[config.mk]
export PLATFORM = sky130hd
export DESIGN_NAME = apb_master_bridge
export DESIGN_NICKNAME = d
export VERILOG_FILES = /design/src/rtl/apb_pkg.sv /design/src/rtl/apb_master_bridge.sv
export SDC_FILE = /design/constraint.sdc
export NUM_CORES = 1
export LEC_CHECK = 0
export BUFFER_PORTS_ARGS = -buffer_cell sky130_fd_sc_hd__buf_2
export CAP_MARGIN = 30
export CELL_PAD_IN_SITES_DETAIL_PLACEMENT = 1
export CELL_PAD_IN_SITES_GLOBAL_PLACEMENT = 1
export CORE_UTILIZATION = 34
export DETAILED_ROUTE_END_ITERATION = 7
export PLACE_DENSITY = 0.84
export SLEW_MARGIN = 0
export SYNTH_ARGS = -nofsm -noshare
export SYNTH_HDL_FRONTEND = slang
export SYNTH_SLANG_ARGS = --single-unit
[constraint.sdc]
create_clock -name pclk -period 2.43 [get_ports pclk]
set_input_delay 0.243 -clock pclk [delete_from_list [all_inputs] [get_ports pclk]]
set_output_delay 0.243 -clock pclk [all_outputs]
set_load 0.02 [all_outputs]
[src/rtl/apb_pkg.sv]
// Shared state encoding and default bus widths for the APB master bridge.
package apb_pkg;
  localparam int APB_ADDR_W = 32;
  localparam int APB_DATA_W = 32;

  typedef enum logic [1:0] {IDLE, SETUP, ACCESS, RESP} apb_state_e;
endpackage

[src/rtl/apb_master_bridge.sv]
// Valid/ready request to APB SETUP/ACCESS requester with a bounded wait for pready.
// state  | meaning
// IDLE   | waiting for a request, req_ready high
// SETUP  | psel high, penable low for one cycle
// ACCESS | psel and penable high, waiting for pready or timeout
// RESP   | response held on rsp_* until rsp_ready
module apb_master_bridge
  import apb_pkg::*;
#(
  parameter int ADDR_W  = APB_ADDR_W,
  parameter int DATA_W  = APB_DATA_W,
  parameter int TIMEOUT = 16
) (
  input  logic              pclk,
  input  logic              preset,
  input  logic              req_valid,
  output logic              req_ready,
  input  logic              req_write,
  input  logic [ADDR_W-1:0] req_addr,
  input  logic [DATA_W-1:0] req_wdata,
  output logic              rsp_valid,
  input  logic              rsp_ready,
  output logic [DATA_W-1:0] rsp_rdata,
  output logic              rsp_err,
  output logic              psel,
  output logic              penable,
  output logic              pwrite,
  output logic [ADDR_W-1:0] paddr,
  output logic [DATA_W-1:0] pwdata,
  input  logic [DATA_W-1:0] prdata,
  input  logic              pready
);

  // TIMEOUT==0 still gets a one-bit counter so the width never collapses to zero.
  localparam int CNT_W = (TIMEOUT == 0) ? 1 : $clog2(TIMEOUT + 1);
  localparam logic [CNT_W-1:0] CNT_MAX = '1;
  localparam logic [CNT_W-1:0] TO_LAST = CNT_W'((TIMEOUT == 0) ? 0 : TIMEOUT - 1);

  apb_state_e        state, state_next;
  logic [CNT_W-1:0]  cnt, cnt_d;
  logic              psel_d, penable_d, pwrite_d;
  logic [ADDR_W-1:0] paddr_d;
  logic [DATA_W-1:0] pwdata_d, rsp_rdata_d;
  logic              rsp_valid_d, rsp_err_d;

  assign req_ready = preset && (state == IDLE);

  always_ff @(posedge pclk) begin
    if (!preset) begin
      state     <= IDLE;
      cnt       <= '0;
      psel      <= 1'b0;
      penable   <= 1'b0;
      pwrite    <= 1'b0;
      paddr     <= '0;
      pwdata    <= '0;
      rsp_valid <= 1'b0;
      rsp_rdata <= '0;
      rsp_err   <= 1'b0;
    end else begin
      state     <= state_next;
      cnt       <= cnt_d;
      psel      <= psel_d;
      penable   <= penable_d;
      pwrite    <= pwrite_d;
      paddr     <= paddr_d;
      pwdata    <= pwdata_d;
      rsp_valid <= rsp_valid_d;
      rsp_rdata <= rsp_rdata_d;
      rsp_err   <= rsp_err_d;
    end
  end

  always_comb begin
    state_next  = state;
    cnt_d       = cnt;
    psel_d      = psel;
    penable_d   = penable;
    pwrite_d    = pwrite;
    paddr_d     = paddr;
    pwdata_d    = pwdata;
    rsp_valid_d = rsp_valid;
    rsp_rdata_d = rsp_rdata;
    rsp_err_d   = rsp_err;
    case (state)
      IDLE: begin
        if (req_valid) begin
          pwrite_d   = req_write;
          paddr_d    = {req_addr[ADDR_W-1:2], 2'b00};
          pwdata_d   = req_wdata;
          psel_d     = 1'b1;
          state_next = SETUP;
        end
      end
      SETUP: begin
        penable_d  = 1'b1;
        cnt_d      = '0;
        state_next = ACCESS;
      end
      ACCESS: begin
        if (pready) begin
          rsp_rdata_d = pwrite ? '0 : prdata;
          rsp_err_d   = 1'b0;
          rsp_valid_d = 1'b1;
          psel_d      = 1'b0;
          penable_d   = 1'b0;
          state_next  = RESP;
        end else begin
          if (cnt != CNT_MAX) cnt_d = cnt + CNT_W'(1);
          // The check uses the count before this cycle's increment, giving TIMEOUT ACCESS cycles.
          if (TIMEOUT != 0 && cnt == TO_LAST) begin
            rsp_err_d   = 1'b1;
            rsp_rdata_d = '0;
            rsp_valid_d = 1'b1;
            psel_d      = 1'b0;
            penable_d   = 1'b0;
            state_next  = RESP;
          end
        end
      end
      RESP: begin
        if (rsp_ready) begin
          rsp_valid_d = 1'b0;
          state_next  = IDLE;
        end
      end
      default: state_next = IDLE;
    endcase
  end

endmodule

; Word level (Yosys, flattened, before mapping)
; Cells that the tools add are included.
[word_totals]
reg_bits = 106
input_bits = 102
out_inout_bits = 102
word_cells = 55
[classes]
add_sub_neg = 1
eq_ne = 10
mux = 21
n_reduce_logical = 13
[ops]
columns = cell, n
row1 = 2-to-1 mux 32 bit, 3
row2 = AND reduction 3 bit, 4
row3 = 2-to-1 mux 5 bit, 2
row4 = one-hot mux 5 bit (2 select lines), 1
row5 = 2-to-1 mux 2 bit, 4
row6 = inequality test 2 bit (second input constant), 4
row7 = one-hot mux 2 bit (4 select lines), 1
row8 = nonzero test 2 bit, 4
row9 = 2-to-1 mux 1 bit, 7
row10 = one-hot mux 1 bit (2 select lines), 3
row11 = AND reduction 2 bit, 3
row12 = adder 5 x 1 -> 5 bit (second input constant), 1
row13 = == test 5 x 4 -> 1 bit (second input constant), 1
row14 = inequality test 5 bit (second input constant), 1
row15 = == test 2 bit (second input constant), 2
row16 = inequality test 3 bit (second input constant), 1
row17 = == test 2 x 1 -> 1 bit (second input constant), 1
row18 = zero test 2 bit, 1
row19 = logical AND 1 bit, 1

; Logic depth before layout (Yosys ltp)
; Gate-level depths: netlist of run 1.
[depth]
depth_word = 4
mapped_depth = 7
ltp_nobuf = 6

; Worst setup path after synthesis of run 1
; OpenSTA, ideal clock, no wires.
[synth_path]
path_kind = register -> register
startpoint = reg cnt[0]
endpoint = reg state[1]
setup_time_ps = 115
arrival_ps = 1472
t_required_ps = 2315
setup_slack_ps = 843
stages_incl_launch_ff = 7
n_path_buf = 0
period_less_slack_ps = 1587
cell_sequence = dfxtp_1 -> ha_1 -> and3_1 -> ha_1 -> nor3b_1 -> nor4_1 -> o21a_1
[synth_between]
elab_chain_len = 3
[synth_rtl]
columns = element, line
row1 = start: declaration, apb_master_bridge.sv:40  ; logic [CNT_W-1:0] cnt, cnt_d;
row2 = start signal: assignment, apb_master_bridge.sv:62  ; cnt <= cnt_d;
row3 = == test 5 x 4 -> 1 bit, apb_master_bridge.sv:111  ; if (TIMEOUT != 0 && cnt == TO_LAST) begin
row4 = inequality test 3 bit (no source line), -
row5 = AND reduction 3 bit (no source line), -
row6 = end signal: assignment, apb_master_bridge.sv:61  ; state <= state_next;
row7 = end: declaration, apb_master_bridge.sv:39  ; apb_state_e state, state_next;
; No other way between the ends.
; A chain may end at the register's enable or synchronous reset.

; Final worst setup path of run 1
[layout_path]
startpoint = reg cnt[0]
endpoint = reg rsp_rdata[27]
[layout_between]
elab_chain_len = 3
[layout_rtl]
columns = element, line
row1 = == test 5 x 4 -> 1 bit, apb_master_bridge.sv:111
row2 = nonzero test 2 bit (no source line), -
row3 = AND reduction 2 bit (no source line), -
row4 = end signal: assignment, apb_master_bridge.sv:69  ; rsp_rdata <= rsp_rdata_d;
row5 = end: declaration, apb_master_bridge.sv:23  ; output logic [DATA_W-1:0] rsp_rdata,
; No other way between the ends.

==> run summary, run 1 <==
Worst Path Max Fanout = 33
CTS tree = done
clock buffer count from CTS = 9
post-detailed-route via-to-cell ratio = 4.87
die area = 12,300 um^2
family with the most delay on the worst path = adder cells
area of combinational cells with multiple inputs = 1640 um^2
synthesized area divided by synthesized cell count = 8.74 um^2
total power density per cell area = 991 nW/um^2
maximum cell stage delay along the critical path = 380 ps
Post-CTS Setup Inserts = 0
reg-to-reg startpoint = cnt[0]
height of the die = 111 um
Pwr Total = 5.32 mW
total of flip-flops plus latches after synthesis = 106
grt ovf = 0
YS warnings = 0
relative area change from synthesis to final layout = 33.4%
Hold Vio Cnt, Final = 0
Starting Density = 35.1%
count of clock tree sinks = 106
number of rows in the core area = 39
setup repair after global routing missed its margin = no
crit start category = flop
Cells after Synth = 460
via count of the first global-routing pass = 3,907
most frequently used flop master after synthesis = sky130_fd_sc_hd__dfxtp_1
portion of the clock cycle consumed by the worst path in the final layout = 79.6%
count of cell types in the netlist = 37
sum of negative setup slack = 0 ps
antenna violations before repair = 0
Max Transition Viols Final = 0
Final ANT Viol Nets = 0
H-tree level count = 3
leakage power of the design = 2.51 nW
cell-by-cell trace of the critical path = ha_1 -> and3_1 -> ha_1 -> o21ai_2 -> buf_4 -> a22oi_1 -> nor2_1
largest net degree at the start of global routing = 53
Critical Path End Type = flop
Post-layout nets = 750
Core Area = 11,500 um^2
beginning of the worst hold path = req_addr[9]
global-route wire length before repair = 18,900 um
MaxCap Viol Count = 0
number of buffers between clock root and the deepest sink = 2
Buf/Inv on CP = 1
type of the tightest min-delay check = input pin to flop
status = complete, no violations
Detailed Route WL = 11,400 um
Crit path required time = 2690 ps
number of synthesized flops with an enable pin = 0
final estimated routing congestion in global placement = 0.720
Detailed Routing Iterations Pass 1 = 4
maximum clock frequency = 0.517 GHz
CP Data Arrival Time = 2200 ps
drt wl/cell = 14.4 um
Synth async-reset ratio = 0%
hold buffer count at CTS = 0
post-DP HPWL = 8400 um
share of synthesized area occupied by flip-flops and latches = 52.8%
area used by sequential logic in the layout = 2120 um^2
port bufs = 199
post-route minimum period = 1930 ps
final-layout fill cell count = 1,423
number of cells in the finished layout apart from fillers = 788
critical setup path kind = flop to flop
number of cells after detailed placement = 773
Clk pin slew, worst setup/hold paths = 70 ps
Worst IR Drop VDD = 461 uV
critical path launch point = cnt[0]
Clk Tree Root Cell = sky130_fd_sc_hd__clkbuf_16
# DRC = 0
share of final-layout standard cells stronger than drive strength 1 = 37.2%
# resized after CTS = 0
Setup-failing EPs final = 0
count of antenna diodes in the layout = 0
I/O Pins = 204
cell seen most often among critical-path stages = sky130_fd_sc_hd__ha_1
clock latency reported for the late side of the worst-skew pair = 350 ps
Total Routing Usage GR = 19.1%
Via Count = 3,840
die span in x = 111 um
Final Skew = 4.27 ps
cell at the slowest stage of the critical path = sky130_fd_sc_hd__buf_4
drt first-iter violations = 163
area of the mapped netlist = 4020 um^2
-- path summary, 6_finish.rpt --
check	endpoint	cells past startpoint	slack, ps
worst max-delay path	rsp_rdata[27]	7	500
worst min-delay path	paddr[9]	3	130
worst max register to register	rsp_rdata[27]	7	500
worst min register to register	pwdata[16]	2	450
-- cells by family after synthesis --
| family | Yosys count | synth area share, % |
|---|---|---|
| other cells | 1 | 0.0933 |
| flops | 106 | 52.8 |
| compound gates | 120 | 19.4 |
| buf+inv | 43 | 6.72 |
| simple gates | 183 | 18.9 |
| fa+ha+maj | 7 | 2.18 |
-- report_power, final --
group          internal, mW  switching (mW)  leakage, nW  total, mW
Combinational         0.575            1.07         1.48       1.65
Clock                 0.934           0.619        0.161       1.55
Sequential             1.99           0.129        0.865       2.12
-- layout by cell type (no fill, tap or decap), drive strengths merged, types with 2 or more instances in the layout --
cell	synthesis	final
nand3	3	3
conb	1	2
inv	7	7
nand2b	2	2
a22oi	32	32
clkbuf	7	14
nand2	129	129
nor2b	2	2
and2	2	2
o21ai	8	8
a21oi	72	72
and4bb	2	2
nor2	34	34
o21a	2	2
ha	7	7
buf	29	205
dfxtp	106	106
-- metrics by stage --
step	util [%]	instance area [um^2]	setup WS [ps]	hold WS [ps]
2_1_floorplan	-	4030	843	379
3_3_place_gp	44.0	5040	611	438
3_5_place_dp	44.0	5040	474	446
4_1_cts	46.8	5370	449	111
5_1_grt	46.8	5370	344	112
6_report	46.8	5370	496	130
-- metal layers --
metal / global-route usage [%] / vias up / wire [um]
met5: 0 / - / 0
met3: 6.18 / 10 / 798
li1: - / 1886 / -
met1: 20.6 / 1811 / 4600
met4: 6.67 / 0 / 162
met2: 34.9 / 133 / 5810
-- cells in the mapped netlist, types with 2 or more instances --
cell type,n,area (um^2)
sky130_fd_sc_hd__buf_4,6,45.0
sky130_fd_sc_hd__and4bb_2,2,25.0
sky130_fd_sc_hd__nor2_1,34,128
sky130_fd_sc_hd__ha_1,7,87.6
sky130_fd_sc_hd__dfxtp_1,106,2120
sky130_fd_sc_hd__nand2b_1,2,12.5
sky130_fd_sc_hd__nand3_1,3,15.0
sky130_fd_sc_hd__nand2_1,129,484
sky130_fd_sc_hd__clkbuf_1,7,26.3
sky130_fd_sc_hd__a22oi_2,14,175
sky130_fd_sc_hd__nor2b_1,2,12.5
sky130_fd_sc_hd__a21oi_1,72,360
sky130_fd_sc_hd__inv_1,7,26.3
sky130_fd_sc_hd__buf_2,15,75.1
sky130_fd_sc_hd__a22oi_1,18,135
sky130_fd_sc_hd__and2_1,2,12.5
sky130_fd_sc_hd__o21ai_0,7,35.0
sky130_fd_sc_hd__buf_6,6,67.6
sky130_fd_sc_hd__buf_8,2,30.0
sky130_fd_sc_hd__o21a_1,2,15.0
-- worst reg2reg max path, cell delays in order, from the launching register on --
cell and delay, ps:
sky130_fd_sc_hd__dfxtp_1 330, sky130_fd_sc_hd__ha_1 220, sky130_fd_sc_hd__and3_1 210, sky130_fd_sc_hd__ha_1 250, sky130_fd_sc_hd__o21ai_2 130, sky130_fd_sc_hd__buf_4 380, sky130_fd_sc_hd__a22oi_1 160, sky130_fd_sc_hd__nor2_1 190
-- sequential cells by signal (all words and copies together), names as in the netlist --
register and count:
cnt 5, paddr 30, penable 1, psel 1, pwdata 32, pwrite 1, rsp_err 1, rsp_rdata 32
rsp_valid 1, state 2
-- layout make-up --
cell class,instances,area share (%)
multi-input combinational,312,30.5
tap,143,3.33
inverter,7,0.490
clock inverter,1,0.560
sequential,106,39.5
timing repair buffer,205,20.1
clock buffer,14,5.48
(Power assumes the default switching activity.)
==> inputs of run 2 (changes only) <==
--- a/config.mk
+++ b/config.mk
@@ -9,9 +9,9 @@
 export CAP_MARGIN = 30
 export CELL_PAD_IN_SITES_DETAIL_PLACEMENT = 1
 export CELL_PAD_IN_SITES_GLOBAL_PLACEMENT = 1
-export CORE_UTILIZATION = 34
+export CORE_UTILIZATION = 32
 export DETAILED_ROUTE_END_ITERATION = 7
-export PLACE_DENSITY = 0.84
+export PLACE_DENSITY = 0.8
 export SLEW_MARGIN = 0
 export SYNTH_ARGS = -nofsm -noshare
 export SYNTH_HDL_FRONTEND = slang
==> constraint.sdc (replaced) <==
create_clock -name pclk -period 1.8 [get_ports pclk]
set_input_delay 0.18 -clock pclk [delete_from_list [all_inputs] [get_ports pclk]]
set_output_delay 0.18 -clock pclk [all_outputs]
set_load 0.02 [all_outputs]
==> run 2 against run 1 <==
Net effect: fmax increased by 15%; power increased by 34%; clock skew shrank 1.4 ps.
==> run summary, run 2 (synthesis results as in run 1) <==
leakage power of the design = 2.52 nW (was 2.51 nW)
Crit path required time = 2070 ps (was 2690 ps)
drt wl/cell = 14.1 um (was 14.4 um)
Total Routing Usage GR = 17.7% (was 19.1%)
post-detailed-route via-to-cell ratio = 4.75 (was 4.87)
largest net degree at the start of global routing = 53 (unchanged)
post-route minimum period = 1680 ps (was 1930 ps)
port bufs = 199 (unchanged)
CTS tree = done (unchanged)
total power density per cell area = 1310 nW/um^2 (was 991 nW/um^2)
worst-case hold path end point = paddr[24] (was paddr[9])
Setup-failing EPs final = 0 (unchanged)
via count of the first global-routing pass = 3,855 (was 3,907)
Detailed Route WL = 11,600 um (was 11,400 um)
top library cells by usage in the layout, fill and taps aside = sky130_fd_sc_hd__buf_2, sky130_fd_sc_hd__nand2_1, sky130_fd_sc_hd__dfxtp_1, sky130_fd_sc_hd__a21oi_1, sky130_fd_sc_hd__nor2_1 (unchanged)
portion of the clock cycle consumed by the worst path in the final layout = 93.6% (was 79.6%)
Max Transition Viols Final = 0 (unchanged)
setup repair after global routing missed its margin = no (unchanged)
I/O Pins = 204 (unchanged)
Detailed Routing Iterations Pass 1 = 4 (unchanged)
crit start category = flop (unchanged)
critical setup path kind = flop to flop (unchanged)
most common library cell in the layout ignoring fill and taps = sky130_fd_sc_hd__buf_2 (unchanged)
antenna violations before repair = 1 (was 0)
Final Skew = 2.84 ps (was 4.27 ps)
Core Area = 12,100 um^2 (was 11,500 um^2)
worst slew margin relative to its limit = 64.2%
clock buffer count from CTS = 9 (unchanged)
count of antenna diodes in the layout = 0 (unchanged)
status = complete, no violations (unchanged)
clock latency reported for the late side of the worst-skew pair = 340 ps (was 350 ps)
Final ANT Viol Nets = 0 (unchanged)
Post-layout nets = 756 (was 750)
share of final-layout standard cells stronger than drive strength 1 = 38.2% (was 37.2%)
final estimated routing congestion in global placement = 0.738 (was 0.720)
# DRC = 0 (unchanged)
number of buffers between clock root and the deepest sink = 2 (unchanged)
register-to-register setup slack = 120 ps (was 500 ps)
number of rows in the core area = 40 (was 39)
H-tree level count = 3 (unchanged)
Hold Vio Cnt, Final = 0 (unchanged)
die span in x = 114 um (was 111 um)
grt ovf = 0 (unchanged)
Worst Path Max Fanout = 24 (was 33)
reg-to-reg startpoint = cnt[0] (unchanged)
sum of negative setup slack = 0 ps (unchanged)
Via Count = 3,896 (was 3,840)
height of the die = 114 um (was 111 um)
count of clock tree sinks = 106 (unchanged)
beginning of the worst hold path = req_addr[24] (was req_addr[9])
Post-CTS Setup Inserts = 0 (unchanged)
maximum clock frequency = 0.594 GHz (was 0.517 GHz)
relative area change from synthesis to final layout = 35.2% (was 33.4%)
Starting Density = 33.2% (was 35.1%)
R2R Path End = rsp_rdata[31] (was rsp_rdata[27])
worst slack, placed = 72.3 ps (was 474 ps)
registers with the most flip-flops = pwdata (32), rsp_rdata (32), paddr (30) (unchanged)
slew at the pin closest to its max-slew limit = 537 ps
drt first-iter violations = 166 (was 163)
Clk Tree Root Cell = sky130_fd_sc_hd__clkbuf_16 (unchanged)
post-DP HPWL = 8640 um (was 8400 um)
area used by sequential logic in the layout = 2120 um^2 (about the same)
depth of the most critical reg-to-reg path = 7 (unchanged)
Worst IR Drop VDD = 497 uV (was 461 uV)
Clk pin slew, worst setup/hold paths = 70 ps (about the same)
number of cells on the worst hold path = 3 (unchanged)
area of combinational cells with multiple inputs = 1640 um^2 (about the same)
die area = 13,000 um^2 (was 12,300 um^2)
global-route wire length before repair = 18,100 um (was 18,900 um)
min setup slack post-route = 116 ps (was 496 ps)
final-layout fill cell count = 1,530 (was 1,423)
CP Data Arrival Time = 1960 ps (was 2200 ps)
type of the tightest min-delay check = input pin to flop (unchanged)
Critical Path End Type = flop (unchanged)
MaxCap Viol Count = 0 (unchanged)
## run 2: worst max-delay path: stages, from the launching register on
cell,delay (ps)
sky130_fd_sc_hd__dfxtp_2,330
sky130_fd_sc_hd__ha_1,220
sky130_fd_sc_hd__and3_1,220
sky130_fd_sc_hd__ha_2,200
sky130_fd_sc_hd__o21ai_2,210
sky130_fd_sc_hd__buf_12,210
sky130_fd_sc_hd__a22oi_1,100
sky130_fd_sc_hd__nor2_1,120
## run 2: how the worst max path moves through the flow
stage           start             to  depth (start not counted)
2_1_floorplan  cnt[0]       state[1]                          6
3_3_place_gp   cnt[0]         cnt[2]                          6
3_5_place_dp   cnt[0]  rsp_rdata[31]                          7
4_1_cts        cnt[0]  rsp_rdata[31]                          7
5_1_grt        cnt[0]         cnt[2]                          6
6_report       cnt[0]  rsp_rdata[31]                          7
## run 2: metrics by stage
step | power (mW) | hold slack, ps | std cells | area (um^2) | utilization (%)
after global routing | 7.57 | 62.1 | 820 | 5440 | 44.9
after detailed placement | 5.28 | 428 | 804 | 5140 | 42.5
after floorplan | 4.47 | 316 | 461 | 4030 | -
after global placement | 5.15 | 420 | 804 | 5140 | 42.5
after CTS | 7.23 | 50.5 | 820 | 5430 | 44.8
final | 7.11 | 68.5 | 820 | 5440 | 44.9
## run 2: power breakdown
part	internal, mW	total [mW]	switching (mW)
registers	2.69	2.86	0.176
clock network	1.07	1.92	0.848
logic	0.858	2.33	1.47
## run 2: repair_timing
action,in CTS,in global routing
resized for setup,0,4
endpoints found under the setup margin,0,13
hold buffers,0,0
## run 2: routing by layer
layer  share of wire [%]  wire [um]  global-route usage (%)  vias up
met2                  51       5870                    32.2      136
met4                 1.7        196                    7.36        2
met5                0.11         13                       0        -
met3                 7.4        859                    5.56       15
li1                    -          -                       -     1900
met1                  40       4640                    18.9     1843
## run 2: layout make-up
class | count | area share (%)
clock inverters | 6 | 1.06
clock buffers | 10 | 4.21
inverters | 7 | 0.483
repair buffers | 211 | 21.1
flip-flops and latches | 106 | 39.0
well taps | 168 | 3.87
multi-input cells | 312 | 30.2
==> inputs of run 3 (changes only) <==
--- a/config.mk
+++ b/config.mk
@@ -9,6 +9,7 @@
 export CAP_MARGIN = 30
 export CELL_PAD_IN_SITES_DETAIL_PLACEMENT = 1
 export CELL_PAD_IN_SITES_GLOBAL_PLACEMENT = 1
+export CORE_ASPECT_RATIO = 0.7
 export CORE_UTILIZATION = 32
 export DETAILED_ROUTE_END_ITERATION = 7
 export PLACE_DENSITY = 0.8
==> run 3 against run 2 <==
Net effect: die area is essentially flat; core utilization grew 0.71 points; clock-buffer cell count is the same; power grew 1.9%; sequential share of layout area shrank 0.19 points; non-clock buffer count is the same; critical path depth shrank 1; clock power grew 8%; register-to-register slack lost 20 ps; fmax shrank 1.1%; via count shrank 0.85%.
==> run summary, run 3 (synthesis results as in run 1) <==
number of cells after detailed placement = 793 (was 804)
Detailed Routing Iterations Pass 1 = 4 (unchanged)
MaxCap Viol Count = 0 (unchanged)
height of the die = 95.8 um (was 114 um)
# DRC = 0 (unchanged)
Final Skew = 8.68 ps (was 2.84 ps)
Total Routing Usage GR = 17.9% (was 17.7%)
Crit path required time = 2020 ps (was 2070 ps)
number of buffers between clock root and the deepest sink = 2 (unchanged)
clock buffer count from CTS = 9 (unchanged)
top library cells by usage in the layout, fill and taps aside = sky130_fd_sc_hd__buf_2, sky130_fd_sc_hd__nand2_1, sky130_fd_sc_hd__dfxtp_1, sky130_fd_sc_hd__a21oi_1, sky130_fd_sc_hd__nor2_1 (unchanged)
final-layout fill cell count = 1,499 (was 1,530)
die area = 13,000 um^2 (about the same)
Clk Tree Root Cell = sky130_fd_sc_hd__clkbuf_16 (unchanged)
grt ovf = 0 (unchanged)
sum of negative setup slack = 0 ps (unchanged)
WHS = 74.8 ps (was 68.5 ps)
type of the tightest min-delay check = input pin to flop (unchanged)
status = complete, no violations (unchanged)
crit start category = flop (unchanged)
Pwr Total = 7.24 mW (was 7.11 mW)
share of final-layout standard cells stronger than drive strength 1 = 37.8% (was 38.2%)
post-route minimum period = 1700 ps (was 1680 ps)
number of cells on the worst hold path = 3 (unchanged)
via count of the first global-routing pass = 3,807 (was 3,855)
Setup-failing EPs final = 0 (unchanged)
Via Count = 3,863 (was 3,896)
most common library cell in the layout ignoring fill and taps = sky130_fd_sc_hd__buf_2 (unchanged)
depth of the most critical reg-to-reg path = 6 (was 7)
I/O Pins = 204 (unchanged)
CTS tree = done (unchanged)
Hold Vio Cnt, Final = 0 (unchanged)
Detailed Route WL = 12,000 um (was 11,600 um)
R2R Path End = cnt[2] (was rsp_rdata[31])
die span in x = 136 um (was 114 um)
final core utilization = 45.6% (was 44.9%)
drt first-iter violations = 116 (was 166)
register-to-register setup slack = 100 ps (was 120 ps)
critical setup path kind = flop to flop (unchanged)
count of clock tree sinks = 106 (unchanged)
reg-to-reg startpoint = cnt[0] (unchanged)
port bufs = 199 (unchanged)
largest net degree at the start of global routing = 69 (was 53)
registers with the most flip-flops = pwdata (32), rsp_rdata (32), paddr (30) (unchanged)
post-DP HPWL = 8810 um (was 8640 um)
Core Area = 12,000 um^2 (was 12,100 um^2)
Post-layout nets = 756 (unchanged)
drt wl/cell = 14.8 um (was 14.1 um)
number of cells in the finished layout apart from fillers = 807 (was 820)
cell area after placement = 5140 um^2 (about the same)
Max Transition Viols Final = 0 (unchanged)
Critical Path End Type = flop (unchanged)
Post-CTS Setup Inserts = 0 (unchanged)
post-detailed-route via-to-cell ratio = 4.79 (was 4.75)
relative area change from synthesis to final layout = 35.8% (was 35.2%)
leakage power of the design = 2.53 nW (was 2.52 nW)
CP Data Arrival Time = 1920 ps (was 1960 ps)
Clk pin slew, worst setup/hold paths = 70 ps (about the same)
Final ANT Viol Nets = 0 (unchanged)
Worst IR Drop VDD = 587 uV (was 497 uV)
min setup slack post-route = 96.4 ps (was 116 ps)
antenna violations before repair = 0 (was 1)
count of antenna diodes in the layout = 0 (unchanged)
final estimated routing congestion in global placement = 0.765 (was 0.738)
portion of the clock cycle consumed by the worst path in the final layout = 94.6% (was 93.6%)
worst-case hold path end point = pwdata[22] (was paddr[24])
area of all placed cells without fillers = 5460 um^2 (was 5440 um^2)
clock latency reported for the late side of the worst-skew pair = 340 ps (about the same)
worst slack, placed = 19.5 ps (was 72.3 ps)
number of rows in the core area = 33 (was 40)
total power density per cell area = 1330 nW/um^2 (was 1310 nW/um^2)
Worst Path Max Fanout = 4 (was 24)
global-route wire length before repair = 18,400 um (was 18,100 um)
beginning of the worst hold path = req_wdata[22] (was req_addr[24])
maximum clock frequency = 0.587 GHz (was 0.594 GHz)
H-tree level count = 3 (unchanged)
hold buffer count at CTS = 0 (unchanged)
Starting Density = 33.6% (was 33.2%)
[run 3: final cells by class]
class	instances	area, um^2	area share, %
clock inverter	4	77.6	1.42
inverter	7	26.3	0.481
timing repair buffer	211	1150	21.0
tap	157	196	3.60
multi-input combinational	312	1660	30.4
sequential	106	2120	38.9
clock buffer	10	229	4.19
[run 3: report_power, final]
group          switching (mW)  total, mW  leakage [nW]  internal (mW)
clock                   0.854       2.07         0.149           1.21
combinational            1.48       2.32          1.52          0.837
sequential              0.176       2.86         0.865           2.68
[run 3: how the worst max path moves through the flow]
stage | startpoint | end | slack (ps)
final | cnt[0] | cnt[2] | 100
after global routing | cnt[0] | cnt[2] | -2
after detailed placement | cnt[0] | state[0] | 20
after CTS | cnt[0] | state[0] | 30
after floorplan | cnt[0] | state[1] | 210
after global placement | cnt[0] | state[0] | 80
[run 3: metal layers]
| layer | GRT usage [%] | part of all wire (%) | vias to the layer above |
|---|---|---|---|
| li1 | - | - | 1895 |
| met1 | 21.2 | 43 | 1805 |
| met2 | 30.7 | 47 | 144 |
| met3 | 6.42 | 8.0 | 19 |
| met4 | 5.28 | 1.6 | 0 |
| met5 | 0 | 0 | - |
[run 3: repair_timing]
action                     CTS  global route
gates cloned                 0             0
gates resized for setup      1             2
hold endpoints to repair     0             0
pin swaps                    0             0
setup endpoints to repair    1             2
[run 3: critical path, cell delays in order (launching register included)]
cell and delay (ps):
sky130_fd_sc_hd__dfxtp_1 330, sky130_fd_sc_hd__ha_1 230, sky130_fd_sc_hd__and3_4 200, sky130_fd_sc_hd__ha_1 230, sky130_fd_sc_hd__or3b_1 370, sky130_fd_sc_hd__a21oi_1 140
sky130_fd_sc_hd__o21ai_0 90
